**src/rtl/cache_pkg.sv**
```systemverilog
// Shared types and constants for the data-cache write-back path.
package cache_pkg;

  // Offset width for a given line size in bytes
  function automatic int off_w(input int line_size);
    return $clog2(line_size);
  endfunction

  localparam int LINE_SIZE_DEF = 16;
  localparam int LINE_OFFSET_W = off_w(LINE_SIZE_DEF);

  // Drain FSM encoding
  localparam logic [0:0] D_IDLE = 1'b0;
  localparam logic [0:0] D_BUSY = 1'b1;

  // Narrow queue entry fields; the line payload is held alongside it
  // because its width follows the LINE_SIZE parameter of the instance.
  typedef struct packed {
    logic        uncached;
    logic [31:0] addr;
    logic [2:0]  size;
    logic [3:0]  wstrb;
    logic [31:0] data;
  } wbq_entry_t;

endpackage

```
**src/rtl/wbq_storage.sv**
```systemverilog
// Circular entry store for the write-back queue: payload array, pointers,
// occupancy count and per-slot valid/line-address views for hazard checks.
module wbq_storage
  import cache_pkg::*;
#(
  parameter  int DEPTH     = 4,
  parameter  int LINE_SIZE = 16,
  localparam int PTR_W     = $clog2(DEPTH),
  localparam int LINE_W    = LINE_SIZE * 8,
  localparam int LA_W      = 32 - off_w(LINE_SIZE)
) (
  input  logic                           clk,
  input  logic                           rst,
  input  logic                           i_push,
  input  wbq_entry_t                     i_ent,
  input  logic [LINE_W-1:0]              i_line,
  input  logic                           i_pop,
  output wbq_entry_t                     o_head,
  output logic [LINE_W-1:0]              o_head_line,
  output logic                           o_full,
  output logic                           o_empty,
  output logic [DEPTH-1:0]               o_vld,
  output logic [DEPTH-1:0][LA_W-1:0]     o_laddr
);

  wbq_entry_t        r_mem  [DEPTH];
  logic [LINE_W-1:0] r_line [DEPTH];
  logic [PTR_W-1:0]  r_wr_ptr;
  logic [PTR_W-1:0]  r_rd_ptr;
  logic [PTR_W:0]    r_count;

  // Payload write; contents are don't-care until counted valid, so no reset
  always_ff @(posedge clk) begin
    if (i_push) begin
      r_mem[r_wr_ptr]  <= i_ent;
      r_line[r_wr_ptr] <= i_line;
    end
  end

  // Pointer/count bookkeeping; pointers wrap naturally at DEPTH
  always_ff @(posedge clk or negedge rst) begin
    if (!rst) begin
      r_wr_ptr <= '0;
      r_rd_ptr <= '0;
      r_count  <= '0;
    end else begin
      if (i_push) r_wr_ptr <= r_wr_ptr + 1'b1;
      if (i_pop)  r_rd_ptr <= r_rd_ptr + 1'b1;
      case ({i_push, i_pop})
        2'b10:   r_count <= r_count + 1'b1;
        2'b01:   r_count <= r_count - 1'b1;
        default: r_count <= r_count;
      endcase
    end
  end

  assign o_head      = r_mem[r_rd_ptr];
  assign o_head_line = r_line[r_rd_ptr];
  assign o_full      = (r_count == (PTR_W+1)'(DEPTH));
  assign o_empty     = (r_count == '0);

  // A slot is live when its distance from the read pointer is below count
  for (genvar g = 0; g < DEPTH; g++) begin : g_slot
    logic [PTR_W-1:0] w_rel;
    assign w_rel      = PTR_W'(g) - r_rd_ptr;
    assign o_vld[g]   = ({1'b0, w_rel} < r_count);
    assign o_laddr[g] = r_mem[g].addr[31 -: LA_W];
  end

endmodule

```
**src/rtl/write_back_queue.sv**
```systemverilog
// Write-back queue between the D-cache store/victim path and the
// single-transaction AXI write buffer. Issues one entry at a time, waits for
// the buffer to drain, and reports line-address hazards for read misses.
module write_back_queue
  import cache_pkg::*;
#(
  parameter int LINE_SIZE = 16,
  parameter int DEPTH     = 4
) (
  input  logic                   clk,
  input  logic                   rst,
  input  logic                   push_valid,
  output logic                   push_ready,
  input  logic                   push_uncached,
  input  logic [31:0]            push_addr,
  input  logic [2:0]             push_size,
  input  logic [3:0]             push_wstrb,
  input  logic [31:0]            push_data,
  input  logic [LINE_SIZE*8-1:0] push_line,
  input  logic [31:0]            lookup_addr,
  output logic                   lookup_hit,
  output logic                   idle,
  output logic                   wb_en,
  output logic                   wb_uncached,
  output logic [31:0]            wb_addr,
  output logic [2:0]             wb_size,
  output logic [3:0]             wb_wstrb,
  output logic [31:0]            wb_data,
  output logic [LINE_SIZE*8-1:0] wb_line,
  input  logic                   wb_empty
);

  localparam int OFF_W = off_w(LINE_SIZE);
  localparam int LA_W  = 32 - OFF_W;

  wbq_entry_t                 w_push_ent;
  wbq_entry_t                 w_head;
  logic [LINE_SIZE*8-1:0]     w_head_line;
  logic                       w_push;
  logic                       w_pop;
  logic                       w_full;
  logic                       w_empty;
  logic [DEPTH-1:0]           w_vld;
  logic [DEPTH-1:0][LA_W-1:0] w_laddr;
  logic [DEPTH-1:0]           w_ent_hit;
  logic [LA_W-1:0]            w_lookup_laddr;
  logic                       w_lookup_off_unused;

  logic [0:0]                 r_state;
  logic                       r_infl_vld;
  logic [LA_W-1:0]            r_infl_laddr;

  assign w_push_ent = '{uncached: push_uncached, addr: push_addr,
                        size: push_size, wstrb: push_wstrb, data: push_data};

  // Ready ignores a same-cycle pop to keep the path short
  assign push_ready = !w_full;
  assign w_push     = push_valid & push_ready;

  // Issue strobe; count is registered so a same-cycle push is never issued
  assign wb_en = (r_state == D_IDLE) & !w_empty & wb_empty;
  assign w_pop = wb_en;

  wbq_storage #(
    .DEPTH     (DEPTH),
    .LINE_SIZE (LINE_SIZE)
  ) u_store (
    .clk         (clk),
    .rst         (rst),
    .i_push      (w_push),
    .i_ent       (w_push_ent),
    .i_line      (push_line),
    .i_pop       (w_pop),
    .o_head      (w_head),
    .o_head_line (w_head_line),
    .o_full      (w_full),
    .o_empty     (w_empty),
    .o_vld       (w_vld),
    .o_laddr     (w_laddr)
  );

  // Drain FSM plus the in-flight line address that covers the hand-off window
  always_ff @(posedge clk or negedge rst) begin
    if (!rst) begin
      r_state      <= D_IDLE;
      r_infl_vld   <= 1'b0;
      r_infl_laddr <= '0;
    end else begin
      case (r_state)
        D_IDLE: begin
          if (wb_en) begin
            r_state      <= D_BUSY;
            r_infl_vld   <= 1'b1;
            r_infl_laddr <= w_head.addr[31 -: LA_W];
          end
        end
        D_BUSY: begin
          if (wb_empty) begin
            r_state    <= D_IDLE;
            r_infl_vld <= 1'b0;
          end
        end
        default: r_state <= D_IDLE;
      endcase
    end
  end

  assign wb_uncached = w_head.uncached;
  assign wb_addr     = w_head.addr;
  assign wb_size     = w_head.size;
  assign wb_wstrb    = w_head.wstrb;
  assign wb_data     = w_head.data;
  assign wb_line     = w_head_line;

  // Line-granular hazard compare; uncached entries match conservatively
  assign w_lookup_laddr      = lookup_addr[31 -: LA_W];
  assign w_lookup_off_unused = ^lookup_addr[OFF_W-1:0];

  for (genvar g = 0; g < DEPTH; g++) begin : g_cmp
    assign w_ent_hit[g] = w_vld[g] & (w_laddr[g] == w_lookup_laddr);
  end

  assign lookup_hit = (|w_ent_hit) | (r_infl_vld & (r_infl_laddr == w_lookup_laddr));
  assign idle       = w_empty & (r_state == D_IDLE) & wb_empty;

endmodule
```
**config.mk**
```make
export PLATFORM = sky130hd
export DESIGN_NAME = write_back_queue
export DESIGN_NICKNAME = d
export VERILOG_FILES = /design/src/rtl/cache_pkg.sv /design/src/rtl/wbq_storage.sv /design/src/rtl/write_back_queue.sv
export SDC_FILE = /design/constraint.sdc
export NUM_CORES = 1
export LEC_CHECK = 0
export CAP_MARGIN = 0
export CORE_UTILIZATION = 35
export DETAILED_ROUTE_END_ITERATION = 6
export GPL_TIMING_DRIVEN = 0
export HOLD_SLACK_MARGIN = 0.02
export PLACE_DENSITY = 0.68
export SLEW_MARGIN = 10
export SYNTH_ARGS = -nofsm -noshare
export SYNTH_HDL_FRONTEND = slang
export SYNTH_SLANG_ARGS = --single-unit
```
**constraint.sdc**
```tcl
create_clock -name clk -period 5.78 [get_ports clk]
set_input_delay 1.156 -clock clk [delete_from_list [all_inputs] [get_ports clk]]
set_output_delay 1.156 -clock clk [all_outputs]
set_load 0.02 [all_outputs]
```
==> impl_metrics.csv <==
group,metric,value,unit
run_status,status,"complete, no violations",
drt,initialDrtViolationCount,1234,
drt,totalWireLength,75.8,mm
power,power_frac_comb,36.8,%
timing,tightest_slew,0.932,ns
yosys,synth_ff_type,"edfxtp_1",
power,p_leak,0.0134,uW
placement,place_area,38200,um2
power,seqPwrFrac,38.1,%
drt,drtPass1Iterations,5,
timing,min_period,5.37,ns
floorplanning,die_area,93200,um2
yosys,synth_top_area_share,74.6,%
clocking,clk_pin_slew,0.06,ns
critical_path,critical_path_buf_inv_count,5,
timing,clock.fmax,186,MHz
global_route,grt_pass1_wl,111,mm
power,power.density,536,nW/um2
placement,gp_congestion,0.904,
clocking,cts_buffer_depth,3,
critical_path,r2r_start,"u_store.r_count[0]",
timing,period_share,93.0,%
power,netSwitchingPower,7080,uW
floorplanning,start_util,35.6,%
timing,hold_viol_final,0,
global_route,grt_overflow,0,
global_route,grt_max_degree,51,
timing,setup_viol,0,
critical_path,cp.depth,11,
critical_path,cp_data_arrival_time,4.22,ns
clocking,cts_tree,"built",
yosys,yosys_warnings,0,
final_layout,utilization,45.4,%
floorplanning,rows,110,
critical_path,start_kind,"register",
critical_path,path_max_fanout,10,
final_layout,fin_nets,2145,
placement,hpwlAfterDp,50.8,mm
flow_run,drv_cap,0,
global_route,grt_pass1_vias,16800,
yosys,synth_fp_nets,1630,
clocking,cts.repair.resized,0,
critical_path,end_kind,"primary output",
yosys,ys_types,36,
yosys,yosysTopAreaCell,"edfxtp_1",
critical_path,crit_top_cell,"buf_2",
power,sw_frac_of_total,32.1,%
timing,slew_violations,0,
floorplanning,die_y,305,um
yosys,yosysMostFrequentCell,"edfxtp_1",
critical_path,critPathLaunch,"u_store.r_rd_ptr[1]",
floorplanning,ios,440,
drt,wl_per_cell,24.0,um
critical_path,cpLargestDelayFamily,"buffers and inverters",
yosys,ys_seq_area_share,77.5,%
clocking,cts_sinks,837,
clocking,cts_hold_buf,0,
drt,vias_per_cell,4.96,
yosys,avgSynthCellArea,23.3,um2
critical_path,path_cells,"clkbuf_1 -> buf_2 -> buf_2 -> xor2_1 -> inv_1 -> ha_1 -> a21oi_1 -> o21ai_0 -> nor4_1 -> or4_1 -> clkdlybuf4s50_1",
critical_path,cpMaxStageDelayCell,"clkdlybuf4s50_1",
critical_path,cp_slowest_stage_delay,0.60,ns
final_layout,fin_area,41100,um2
clocking,cts_root_buffer,"clkbuf_16",
placement,io_buffers,407,
power,p_int,14900,uW
yosys,synthCells,1384,
drt,postRouteAntennaNets,0,
timing,slew_headroom,37.9,%
critical_path,worstSetupPathType,"register to primary output",
yosys,synth_area_leaders,"edfxtp_1 75%, mux4_2 14%, xor2_1 2.9%, dfrtp_1 2.9%, xnor2_1 0.98%",
power,p_clk_share,25.1,%
clocking,h-tree-depth,3,
yosys,synthArstFlopShare,4.42,%
critical_path,critPathRequiredTime,4.62,ns
clocking,clock_latency,0.66,ns
floorplanning,core,90600,um2
yosys,ys_ff_latch,837,
timing,rsz0062_at_grt,"no",
critical_path,worst-r2r-cell-count,5,
power,ir_drop,0.000425,V
yosys,synth-edff-count,800,
final_layout,fillerInstances,7584,
timing,clock_skew,0.0285,ns
clocking,numCtsBuffers,89,
global_route,grtUsageTotal,16.3,%
final_layout,drive_gt1_share,22.2,%
final_layout,syn2layout_area_growth,27.6,%
min_path,hp-class,"primary input to asynchronous set/reset pin",
global_route,antenna_found_initial,22,
yosys,yosys-top-cells-count,"800 x edfxtp_1, 200 x mux4_2, 107 x xor2_1",
clocking,cts_setup_buffers,0,
yosys,syn-cell-area,32200,um2
floorplanning,dieWidth,305,um
timing,finalSetupTns,0,ns
drt,dr_total_vias,15700,
drt,remaining_drc_errors,0,
[metal layers]
metal / wire, um / vias to the layer above / global-route usage [%]
met5: 132 / - / 0
met4: 2700 / 20 / 6.78
met3: 6920 / 169 / 5.68
met2: 37200 / 614 / 26.7
met1: 28800 / 8081 / 19.4
li1: - / 6775 / -
[cells by family after synthesis]
| logic type | share of synthesized area (%) |
|---|---|
| multiplexers | 15.1 |
| adder cells (fa/ha/maj) | 0.412 |
| AND/OR/NAND/NOR | 1.19 |
| buffers and inverters | 1.52 |
| flip-flops | 77.5 |
| AO/OA/AOI/OAI | 0.218 |
| XOR/XNOR | 4.09 |
[state kept, by name, indices dropped and copies added (netlist names)]
| signal | count |
|---|---|
| u_store.r_line | 512 |
| u_store.r_mem | 288 |
| r_infl_laddr | 28 |
| u_store.r_count | 3 |
| u_store.r_rd_ptr | 2 |
| u_store.r_wr_ptr | 2 |
| r_infl_vld | 1 |
| r_state | 1 |
[layout make-up]
type / count / area, um2 / area share (%)
buffer: 77 / 458 / 1.11
clock inverter: 49 / 509 / 1.24
clock buffer: 113 / 2350 / 5.71
tap: 1176 / 1470 / 3.58
timing repair buffer: 424 / 4510 / 11.0
antenna: 10 / 25.0 / 0.0609
sequential: 837 / 24900 / 60.7
inverter: 8 / 30.0 / 0.0731
multi-input combinational: 462 / 6790 / 16.5
[metrics by stage]
stage | power (uW) | setup WS [ns] | hold WS, ns | cells
after floorplan | 13100 | 1.73 | 0.465 | 1384
after global placement | 16700 | -0.927 | 0.510 | 2967
after global routing | 22900 | 0.312 | 0.435 | 3151
after detailed placement | 16800 | 1.10 | 0.517 | 2984
after CTS | 22400 | 0.361 | 0.398 | 3146
final | 22000 | 0.406 | 0.460 | 3156
[placed cells by master (no fill, tap or decap), drive strengths merged, types with 3 or more instances in the layout]
cell and count:
o21ai 5, dfrtp 37, buf 88, mux4 200
clkinv 32, a21oi 6, inv 11, nand4 14
edfxtp 800, nand2 6, xnor2 40, xor2 107
and3 4, bufinv 6, clkdlybuf4s50 406, diode 10
ha 9, clkbuf 120, nor2 3, clkinvlp 8
mux2 28, nor4 28
[power groups by stage]
stage          clock network [uW]  logic [uW]  registers [uW]
3_5_place_dp                    0        8240            8510
2_1_floorplan                   0        4610            8500
3_3_place_gp                    0        8000            8680
4_1_cts                      5670        8290            8390
6_report                     5520        8110            8390
5_1_grt                      5870        8580            8490
[path summary, 6_finish.rpt]
check | slack (ns) | to
worst min register to register | 0.53 | r_infl_laddr[11]
max in group asynchronous | 4.81 | r_infl_laddr[12]
worst max register to register | 3.32 | u_store.r_line[1][79]
worst max-delay path | 0.41 | lookup_hit
min in group clk | 0.53 | r_infl_laddr[11]
worst min-delay path | 0.46 | r_infl_laddr[11]
Note: power is estimated with default switching activity, not from simulation.
